==> config.mk <==
export PLATFORM = sky130hd
export DESIGN_NAME = end_screen_sequencer
export DESIGN_NICKNAME = d
export VERILOG_FILES = /design/src/rtl/end_screen_pkg.sv /design/src/rtl/frame_tick_counter.sv /design/src/rtl/end_screen_sequencer.sv
export SDC_FILE = /design/constraint.sdc
export NUM_CORES = 1
export LEC_CHECK = 0
export CELL_PAD_IN_SITES_DETAIL_PLACEMENT = 1
export CELL_PAD_IN_SITES_GLOBAL_PLACEMENT = 1
export CORE_MARGIN = 2
export CORE_UTILIZATION = 35
export DETAILED_ROUTE_END_ITERATION = 8
export PLACE_DENSITY = 0.7
export SYNTH_ARGS = -nofsm -noshare
export SYNTH_HDL_FRONTEND = slang
export SYNTH_HIERARCHICAL = 1
export SYNTH_SLANG_ARGS = --single-unit
==> constraint.sdc <==
create_clock -name clk -period 2.4 [get_ports clk]
set_input_delay 0.36 -clock clk [delete_from_list [all_inputs] [get_ports clk]]
set_output_delay 0.36 -clock clk [all_outputs]
set_load 0.03 [all_outputs]
==> src/rtl/end_screen_pkg.sv <==
// Shared types and constants for the game-over screen sequencer.
// Holds the state encoding, frame-counter width and the slide clamp helper.
package end_screen_pkg;

  localparam int FRAME_CNT_W = 8;

  typedef logic [10:0] coord_t;

  typedef enum logic [2:0] {
    ST_PLAY    = 3'd0,
    ST_FREEZE  = 3'd1,
    ST_SLIDE   = 3'd2,
    ST_BLINK   = 3'd3,
    ST_RESTART = 3'd4
  } state_e;

  // One slide step, summed in 12 bits so a large step cannot wrap past the target.
  function automatic coord_t slide_next(input coord_t y, input coord_t step, input coord_t target);
    logic [11:0] sum;
    sum = {1'b0, y} + {1'b0, step};
    if (sum >= {1'b0, target}) return target;
    return sum[10:0];
  endfunction

endpackage

==> src/rtl/frame_tick_counter.sv <==
// Counts startOfFrame ticks with a synchronous clear.
// Wrap mode: hit_o flags the tick that completes limit_i frames. Saturate mode: hit_o is high once the count reaches limit_i.
module frame_tick_counter
  import end_screen_pkg::*;
#(
  parameter bit SATURATE = 1'b0
) (
  input  logic                   clk_i,
  input  logic                   rst_i,
  input  logic                   clr_i,
  input  logic                   en_i,
  input  logic [FRAME_CNT_W-1:0] limit_i,
  output logic                   hit_o
);

  logic [FRAME_CNT_W-1:0] cnt_q, cnt_d;
  logic                   at_last;

  assign at_last = (cnt_q == limit_i - FRAME_CNT_W'(1));

  always_comb begin
    cnt_d = cnt_q;
    if (clr_i) begin
      cnt_d = '0;
    end else if (en_i) begin
      if (SATURATE) begin
        if (cnt_q != limit_i) cnt_d = cnt_q + FRAME_CNT_W'(1);
      end else begin
        cnt_d = at_last ? '0 : cnt_q + FRAME_CNT_W'(1);
      end
    end
  end

  always_ff @(posedge clk_i or posedge rst_i) begin
    if (rst_i) cnt_q <= '0;
    else       cnt_q <= cnt_d;
  end

  assign hit_o = SATURATE ? (cnt_q == limit_i) : (en_i && at_last);

endmodule

==> src/rtl/end_screen_sequencer.sv <==
// Game-over screen sequencer: freeze play, slide the GAME OVER bitmap down,
// blink it, then wait for a fresh restart key press and strobe restartPulse.
module end_screen_sequencer
  import end_screen_pkg::*;
#(
  parameter int unsigned END_X             = 304,
  parameter int unsigned START_Y           = 0,
  parameter int unsigned TARGET_Y          = 224,
  parameter int unsigned SLIDE_STEP        = 4,
  parameter int unsigned FREEZE_FRAMES     = 60,
  parameter int unsigned BLINK_HALF_FRAMES = 16,
  parameter int unsigned MIN_SHOW_FRAMES   = 120
) (
  input  logic        clk,
  input  logic        reset,
  input  logic        startOfFrame,
  input  logic [2:0]  lives,
  input  logic        restartKey,
  output logic        endEnable,
  output logic [10:0] topLeftX,
  output logic [10:0] topLeftY,
  output logic        freezeGame,
  output logic        restartPulse,
  output logic [2:0]  state
);

  localparam coord_t END_X_C    = coord_t'(END_X);
  localparam coord_t START_Y_C  = coord_t'(START_Y);
  localparam coord_t TARGET_Y_C = coord_t'(TARGET_Y);
  localparam coord_t STEP_C     = coord_t'(SLIDE_STEP);
  localparam logic [FRAME_CNT_W-1:0] FREEZE_LIM = FRAME_CNT_W'(FREEZE_FRAMES);
  localparam logic [FRAME_CNT_W-1:0] BLINK_LIM  = FRAME_CNT_W'(BLINK_HALF_FRAMES);
  localparam logic [FRAME_CNT_W-1:0] SHOW_LIM   = FRAME_CNT_W'(MIN_SHOW_FRAMES);

  state_e state_q, state_d;
  logic   end_q, end_d;
  coord_t y_q, y_d;
  logic   freeze_q, freeze_d;
  logic   pulse_q, pulse_d;
  logic   key_prev_q;

  logic   cnt_clr, in_blink, blink_en;
  logic   frame_hit, blink_hit, show_hit;
  logic   key_rise;

  // All counters restart on any state change so each state sees a fresh count.
  assign cnt_clr  = (state_d != state_q);
  assign in_blink = (state_q == ST_BLINK);
  assign blink_en = startOfFrame && in_blink;
  assign key_rise = restartKey && !key_prev_q;

  frame_tick_counter #(.SATURATE(1'b0)) u_frame_cnt (
    .clk_i   (clk),
    .rst_i   (reset),
    .clr_i   (cnt_clr),
    .en_i    (startOfFrame),
    .limit_i (FREEZE_LIM),
    .hit_o   (frame_hit)
  );

  frame_tick_counter #(.SATURATE(1'b0)) u_blink_cnt (
    .clk_i   (clk),
    .rst_i   (reset),
    .clr_i   (cnt_clr),
    .en_i    (blink_en),
    .limit_i (BLINK_LIM),
    .hit_o   (blink_hit)
  );

  frame_tick_counter #(.SATURATE(1'b1)) u_show_cnt (
    .clk_i   (clk),
    .rst_i   (reset),
    .clr_i   (cnt_clr),
    .en_i    (blink_en),
    .limit_i (SHOW_LIM),
    .hit_o   (show_hit)
  );

  always_comb begin
    state_d  = state_q;
    end_d    = end_q;
    y_d      = y_q;
    freeze_d = freeze_q;
    pulse_d  = 1'b0;
    case (state_q)
      ST_PLAY: begin
        end_d    = 1'b0;
        y_d      = START_Y_C;
        freeze_d = 1'b0;
        if (lives == 3'b000) begin
          state_d  = ST_FREEZE;
          freeze_d = 1'b1;
        end
      end
      ST_FREEZE: begin
        freeze_d = 1'b1;
        end_d    = 1'b0;
        if (frame_hit) begin
          state_d = ST_SLIDE;
          end_d   = 1'b1;
          y_d     = START_Y_C;
        end
      end
      ST_SLIDE: begin
        freeze_d = 1'b1;
        end_d    = 1'b1;
        if (startOfFrame) begin
          y_d = slide_next(y_q, STEP_C, TARGET_Y_C);
          if (y_d == TARGET_Y_C) state_d = ST_BLINK;
        end
      end
      ST_BLINK: begin
        freeze_d = 1'b1;
        y_d      = TARGET_Y_C;
        // A restart on a toggle frame wins; the bitmap goes dark with the pulse.
        if (show_hit && key_rise) begin
          state_d = ST_RESTART;
          pulse_d = 1'b1;
          end_d   = 1'b0;
        end else if (blink_hit) begin
          end_d = !end_q;
        end
      end
      ST_RESTART: begin
        state_d  = ST_PLAY;
        end_d    = 1'b0;
        y_d      = START_Y_C;
        freeze_d = 1'b0;
      end
      default: begin
        state_d  = ST_PLAY;
        end_d    = 1'b0;
        y_d      = START_Y_C;
        freeze_d = 1'b0;
      end
    endcase
  end

  always_ff @(posedge clk or posedge reset) begin
    if (reset) begin
      state_q    <= ST_PLAY;
      end_q      <= 1'b0;
      y_q        <= START_Y_C;
      freeze_q   <= 1'b0;
      pulse_q    <= 1'b0;
      key_prev_q <= 1'b1;
    end else begin
      state_q    <= state_d;
      end_q      <= end_d;
      y_q        <= y_d;
      freeze_q   <= freeze_d;
      pulse_q    <= pulse_d;
      key_prev_q <= restartKey;
    end
  end

  assign endEnable    = end_q;
  assign topLeftX     = END_X_C;
  assign topLeftY     = y_q;
  assign freezeGame   = freeze_q;
  assign restartPulse = pulse_q;
  assign state        = state_q;

endmodule
==> impl_metrics.tcl, run 1 <==
set metrics [dict create \
    outcome "finished clean" \
    drt-total-wl_um 7560 \
    ff_latch_area_sq_um 1050 \
    grt_max_degree 21 \
    cp_top_family "simple AND/OR/NAND/NOR gates" \
    synthFlopType "dfrtp_1" \
    fin_setup_tns_ps 0 \
    cts.sink_count 42 \
    total_leakage_power_nw 1.69 \
    clkLatencyLatePin_ps 290 \
    hold_buffers 0 \
    initial_core_util_pct 36.3 \
    synth_area_leaders "dfrtp_1 (32%), xnor2_1 (7.4%), o21ai_0 (4.1%), nand2b_1 (3.1%), nor2_1 (3.1%)" \
    yosysMostFrequentCell "dfrtp_1" \
    synth_top_cell_area_share_pct 32.1 \
    critPathMaxStageDelay_ps 450 \
    crit_start "u_frame_cnt/cnt_q[4]$_DFFE_PP0P_" \
    grt_pass1_wl_um 13100 \
    power_density_nw_per_um2 663 \
    synthToLayoutAreaGrowth_pct 24.4 \
    cts_tree "yes" \
    synth_edf_count 0 \
    path_buf_inv 2 \
    n_antenna_cell 0 \
    critical_path_depth 12 \
    worst_r2r_path_depth 12 \
    io_buffers 23 \
    n_fill_cell 1076 \
    clkSlewWorstSetupHoldPaths_ps 80 \
    cts_max_level 2 \
    num-nets-final 472 \
    max_freq_mhz 449 \
    dp_hpwl_um 5790 \
    worstHoldPathType "input port to async pin" \
    period_needed_ps 2230 \
    drt-initial-drc-count 82 \
    synth_area_per_cell_sq_um 8.95 \
    pre_cts_ws_ps 56.6 \
    chipHeight_um 99.5 \
    rows 34 \
    layout-drive-gt1-share_pct 13.7 \
    die_area_sq_um 9910 \
    setup_viol 0 \
    async_flop_share_pct 100 \
    crit_type "register to register" \
    grt-ovfl-total 0 \
    post-place-cells 559 \
    yosysSeqAreaShare_pct 32.9 \
    fin_cells 567 \
    vias 2787 \
    antenna_found_initial 0 \
    drt_pass1_iterations 4 \
    power_mw 2.63 \
    yosysWarnings 6 \
    worstSetupStartpointType "register" \
    ys_ff_latch 42 \
    required_ps 2590 \
    endpoint_kind "register" \
    wl_per_cell_um 13.3 \
    finalWorstSetupSlack_ps 173 \
    yosys.area.top_type "dfrtp_1" \
    synthTopCellsByCount "dfrtp_1 (41), xnor2_1 (27), nor2_1 (26), o21ai_0 (26), nand2b_1 (16)" \
    first_global_vias 2871 \
    cts_buffers 5 \
    multi_input_area_sq_um 2250 \
    tightest_slew_ps 708 \
    core_sq_um 8810 \
    max_slew_margin_pct 52.8 \
    final_core_util_pct 45.1 \
    fin_crit_sh_pct 92.8 \
    vias_per_cell 4.92 \
    ant_nets 0 \
    die_w_um 99.5 \
    io_pins 35 \
    rsz0062_at_grt "no" \
    path_cells "xnor2_1 -> o311ai_0 -> buf_4 -> o211ai_4 -> nor2_2 -> and2_1 -> nand2b_1 -> nand3_1 -> nor2_1 -> a31oi_2 -> buf_6 -> a211oi_1" \
    peakVddDrop_mv 0.350 \
    netlist_area_sq_um 3190 \
    grtUsageTotal_pct 15.9 \
    hold_viol 0 \
    slew_viol_final 0 \
    fin_area_sq_um 3970 \
    cp_slowest_cell "dfrtp_1" \
    dpl-instance-area_sq_um 3850 \
    place_congestion 0.788 \
    worstPathArrival_ps 2420 \
    synthCells 357 \
    fin_skew_ps 7.19 \
    crit_fanout 16 \
    cts_root_buf "clkbuf_8" \
    max_cap_violations 0 \
    cts.path.max_buffers 2 \
    drc 0 \
    synth.distinct_cells 66 \
    hold_ws_ps 461 \
    r2r_start "u_frame_cnt/cnt_q[4]$_DFFE_PP0P_" \
]
==> worst reg2reg max path: stages (launching register included) <==
cell,delay [ps]
dfrtp_1,450
xnor2_1,220
o311ai_0,190
buf_4,180
o211ai_4,70
nor2_2,70
and2_1,180
nand2b_1,70
nand3_1,90
nor2_1,140
a31oi_2,80
buf_6,190
a211oi_1,200
==> final cells by class <==
cell class	instances	area share [%]
timing repair buffer	42	9.79
tap	108	3.40
clock buffer	6	2.08
clock inverter	2	0.315
inverter	13	1.23
multi-input combinational	354	56.7
sequential	42	26.5
==> power breakdown <==
| group | leakage (nW) | switching, mW | internal, mW | total, mW |
|---|---|---|---|---|
| sequential | 0.555 | 0.201 | 0.832 | 1.03 |
| combinational | 1.09 | 0.619 | 0.502 | 1.12 |
| clock | 0.0472 | 0.249 | 0.231 | 0.480 |
| total | 1.69 | 1.07 | 1.57 | 2.63 |
==> per-layer routing <==
layer	wire (um)	track usage (%)
met1	3510	20.6
met2	3830	28.7
met3	150	1.62
met4	74	3.48
met5	0	0
==> repair_timing <==
action                                  CTS  global route
endpoints found under the hold margin     0             0
endpoints found under the setup margin    0            19
resized for setup                         0             7
setup buffers                             0             0
==> final timing paths <==
kind                                                         end  slack, ps
worst max-delay path            u_frame_cnt/cnt_q[6]$_DFFE_PP0P_        170
worst min-delay path             u_show_cnt/cnt_q[2]$_DFFE_PP0P_        460
min in group clk                         topLeftY[0]$_DFFE_PP0P_        500
worst min register to register           topLeftY[0]$_DFFE_PP0P_        500
max in group asynchronous                topLeftY[4]$_DFFE_PP0P_       1280
worst max register to register  u_frame_cnt/cnt_q[6]$_DFFE_PP0P_        170
==> cells in the final DEF, fill, tap and decap left out, drive strengths merged, types with 3 or more instances in the layout <==
cell type / instances
dfrtp: 41
or3: 6
ha: 7
inv: 13
nor2: 29
or4: 5
nand2: 14
nand3: 17
nand4: 6
nor4: 3
or2: 3
o211ai: 8
nor3b: 5
buf: 19
a21oi: 16
and3b: 5
clkdlybuf4s50: 23
a31oi: 5
o21a: 3
conb: 79
xor2: 4
and2: 7
nand2b: 16
and3: 4
clkbuf: 6
o22ai: 5
xnor2: 29
a211oi: 6
nor2b: 10
o21ai: 26
nor3: 8
==> flip-flops by register name, indices dropped and copies added (netlist names) <==
| register | cells |
|---|---|
| topLeftY | 11 |
| u_blink_cnt/cnt_q | 8 |
| u_frame_cnt/cnt_q | 8 |
| u_show_cnt/cnt_q | 8 |
| state | 3 |
| endEnable | 1 |
| freezeGame | 1 |
| key_prev_q | 1 |
| restartPulse | 1 |
==> kinds of logic (layout without fill, tap and decap cells) <==
| group | after synthesis | in the layout | share of synthesized area, % |
|---|---|---|---|
| other | 2 | 79 | 0.235 |
| AOI/OAI and AO/OA | 89 | 89 | 19.9 |
| and+or+nand+nor | 143 | 143 | 27.2 |
| adders and majority gates | 7 | 7 | 2.74 |
| DFF | 42 | 42 | 32.9 |
| xor gates and xnor gates | 33 | 33 | 9.52 |
| buffers and inverters | 38 | 63 | 6.38 |
| muxes | 3 | 3 | 1.02 |
Note: power is estimated with default switching activity, not from simulation.
==> inputs of run 2 (changes only) <==
- HOLD_SLACK_MARGIN: not set -> 0.08
- clock period: 2.4 -> 1.9 ns (I/O delays scaled with it)
==> impl_metrics.tcl, run 2 (synthesis results as in run 1) <==
set metrics [dict create \
    num-nets-final 522 \
    required_ps 2090 \
    antenna_found_initial 0 \
    worstHoldPathType "input port to async pin" \
    dr_wl_met3_um 261 \
    vias_per_cell 4.89 \
    rsz0062_at_grt "yes" \
    crit_type "register to register" \
    worstPathArrival_ps 2410 \
    grt_pass1_wl_um 14600 \
    wl_met1_um 4070 \
    path_cells "xnor2_2 -> a41oi_1 -> a21oi_2 -> o211ai_4 -> nor2_4 -> and2_4 -> nand2b_4 -> nand3_4 -> nor2_4 -> a31oi_4 -> buf_4 -> buf_12 -> inv_1 -> o21a_1" \
    violations "setup timing" \
    ant_nets 0 \
    hold_viol 0 \
    power_density_nw_per_um2 876 \
    io_buffers 23 \
    fin_crit_sh_pct 117 \
    largest_reg_flops 11 \
    hold_buffers 0 \
    outcome "complete, but fails checks" \
    synthToLayoutAreaGrowth_pct 47.2 \
    max_cap_violations 0 \
    fin_skew_ps 5.77 \
    dp_hpwl_um 6370 \
    most-common-layout-cells "conb_1 (79), buf_4 (60), dfrtp_1 (33)" \
    grt_max_degree 25 \
    cp_slowest_cell "dfrtp_1" \
    critPathMaxStageDelay_ps 430 \
    total_leakage_power_nw 2.05 \
    cts.sink_count 42 \
    first_global_vias 3176 \
    crit_fanout 6 \
    chipHeight_um 99.5 \
    wl_met2_um 4750 \
    grtUsageTotal_pct 18.0 \
    grt-ovfl-total 0 \
    die_area_sq_um 9910 \
    clkSlewWorstSetupHoldPaths_ps 90 \
    power_mw 4.12 \
    worst_r2r_path_depth 14 \
    hold_ws_ps 373 \
    finalWorstSetupSlack_ps -318 \
    layout-drive-gt1-share_pct 31.2 \
    wl_per_cell_um 14.8 \
    vias 3017 \
    layout_commonest_cell "conb_1" \
    cts.path.max_buffers 2 \
    core_sq_um 8810 \
    cts_root_buf "clkbuf_8" \
    critical_path_depth 14 \
    cts_tree "yes" \
    initial_core_util_pct 36.3 \
    drc 0 \
    io_pins 35 \
    slew_viol_final 0 \
    cp_top_family "compound AO/OA/AOI/OAI gates" \
    top_layer "met4" \
    cts_buffers 5 \
    period_needed_ps 2220 \
    cp_common_cell "nor2_4" \
    clkLatencyLatePin_ps 290 \
    cts_max_level 2 \
    drt-initial-drc-count 88 \
    worstSetupStartpointType "register" \
    drt_pass1_iterations 4 \
    place_congestion 0.767 \
    max_freq_mhz 451 \
    endpoint_kind "register" \
    peakVddDrop_mv 0.601 \
    path_buf_inv 3 \
    final_core_util_pct 53.4 \
    n_antenna_cell 0 \
    die_w_um 99.5 \
    setup_viol 36 \
    pre_cts_ws_ps -241 \
    drt-total-wl_um 9160 \
    rows 34 \
]
==> run 2: cell count changes in the layout (fill, tap and decap cells not counted), sizes merged <==
| cell | previous run | this run |
|---|---|---|
| buf | 19 | 66 |
| clkbuf | 6 | 8 |
| clkdlybuf4s50 | 23 | 20 |
| dlymetal6s2s | 0 | 3 |
| nor2 | 29 | 30 |
==> run 2: final cells by class <==
cell class	count	area, sq um
Tap cell	108	135
Timing Repair Buffer	91	815
Inverter	13	48.8
Clock inverter	2	12.5
Sequential cell	42	1060
Multi-Input combinational cell	355	2550
Clock buffer	6	82.6
Fill cell	1050	4100
==> run 2: final timing paths <==
check                                                      start                               to  slack [ps]
max in group asynchronous                                  reset               state[0]$_DFF_PP0_        1220
worst min-delay path                                       reset  u_show_cnt/cnt_q[0]$_DFFE_PP0P_         370
worst max register to register  u_frame_cnt/cnt_q[6]$_DFFE_PP0P_  u_show_cnt/cnt_q[5]$_DFFE_PP0P_        -320
worst max-delay path            u_frame_cnt/cnt_q[6]$_DFFE_PP0P_  u_show_cnt/cnt_q[5]$_DFFE_PP0P_        -320
min in group clk                                      restartKey             key_prev_q$_DFF_PP1_         480
worst min register to register                state[2]$_DFF_PP0_            endEnable$_DFFE_PP0P_         490
==> run 2: routing by layer <==
layer	GRT usage, %	up-vias
li1	-	1494
met1	22.8	1469
met2	32.9	45
met3	1.69	9
met4	4.32	0
met5	0	-
==> run 2: power breakdown <==
| part | internal, mW | switching (mW) | total (mW) | leakage [nW] |
|---|---|---|---|---|
| registers | 1.06 | 0.182 | 1.24 | 0.545 |
| clock network | 0.293 | 0.326 | 0.618 | 0.0472 |
| logic | 1.08 | 1.18 | 2.26 | 1.46 |
| total | 2.44 | 1.69 | 4.12 | 2.05 |
==> run 2: metrics by stage <==
stage / setup TNS [ps] / cell area [sq um] / cells
finish: -9380 / 4700 / 617
global route: -13400 / 4700 / 617
CTS: -5300 / 4470 / 610
detailed placement: -5770 / 4260 / 598
global placement: -2020 / 4260 / 598
floorplan: -407 / 3620 / 434
==> run 2: what timing repair did <==
item | in CTS | in global routing
hold endpoints to repair | 0 | 0
endpoints found under the setup margin | 37 | 40
setup buffers | 4 | 4
pin swaps | 6 | 15
cloned | 1 | 3
resized for setup | 22 | 30
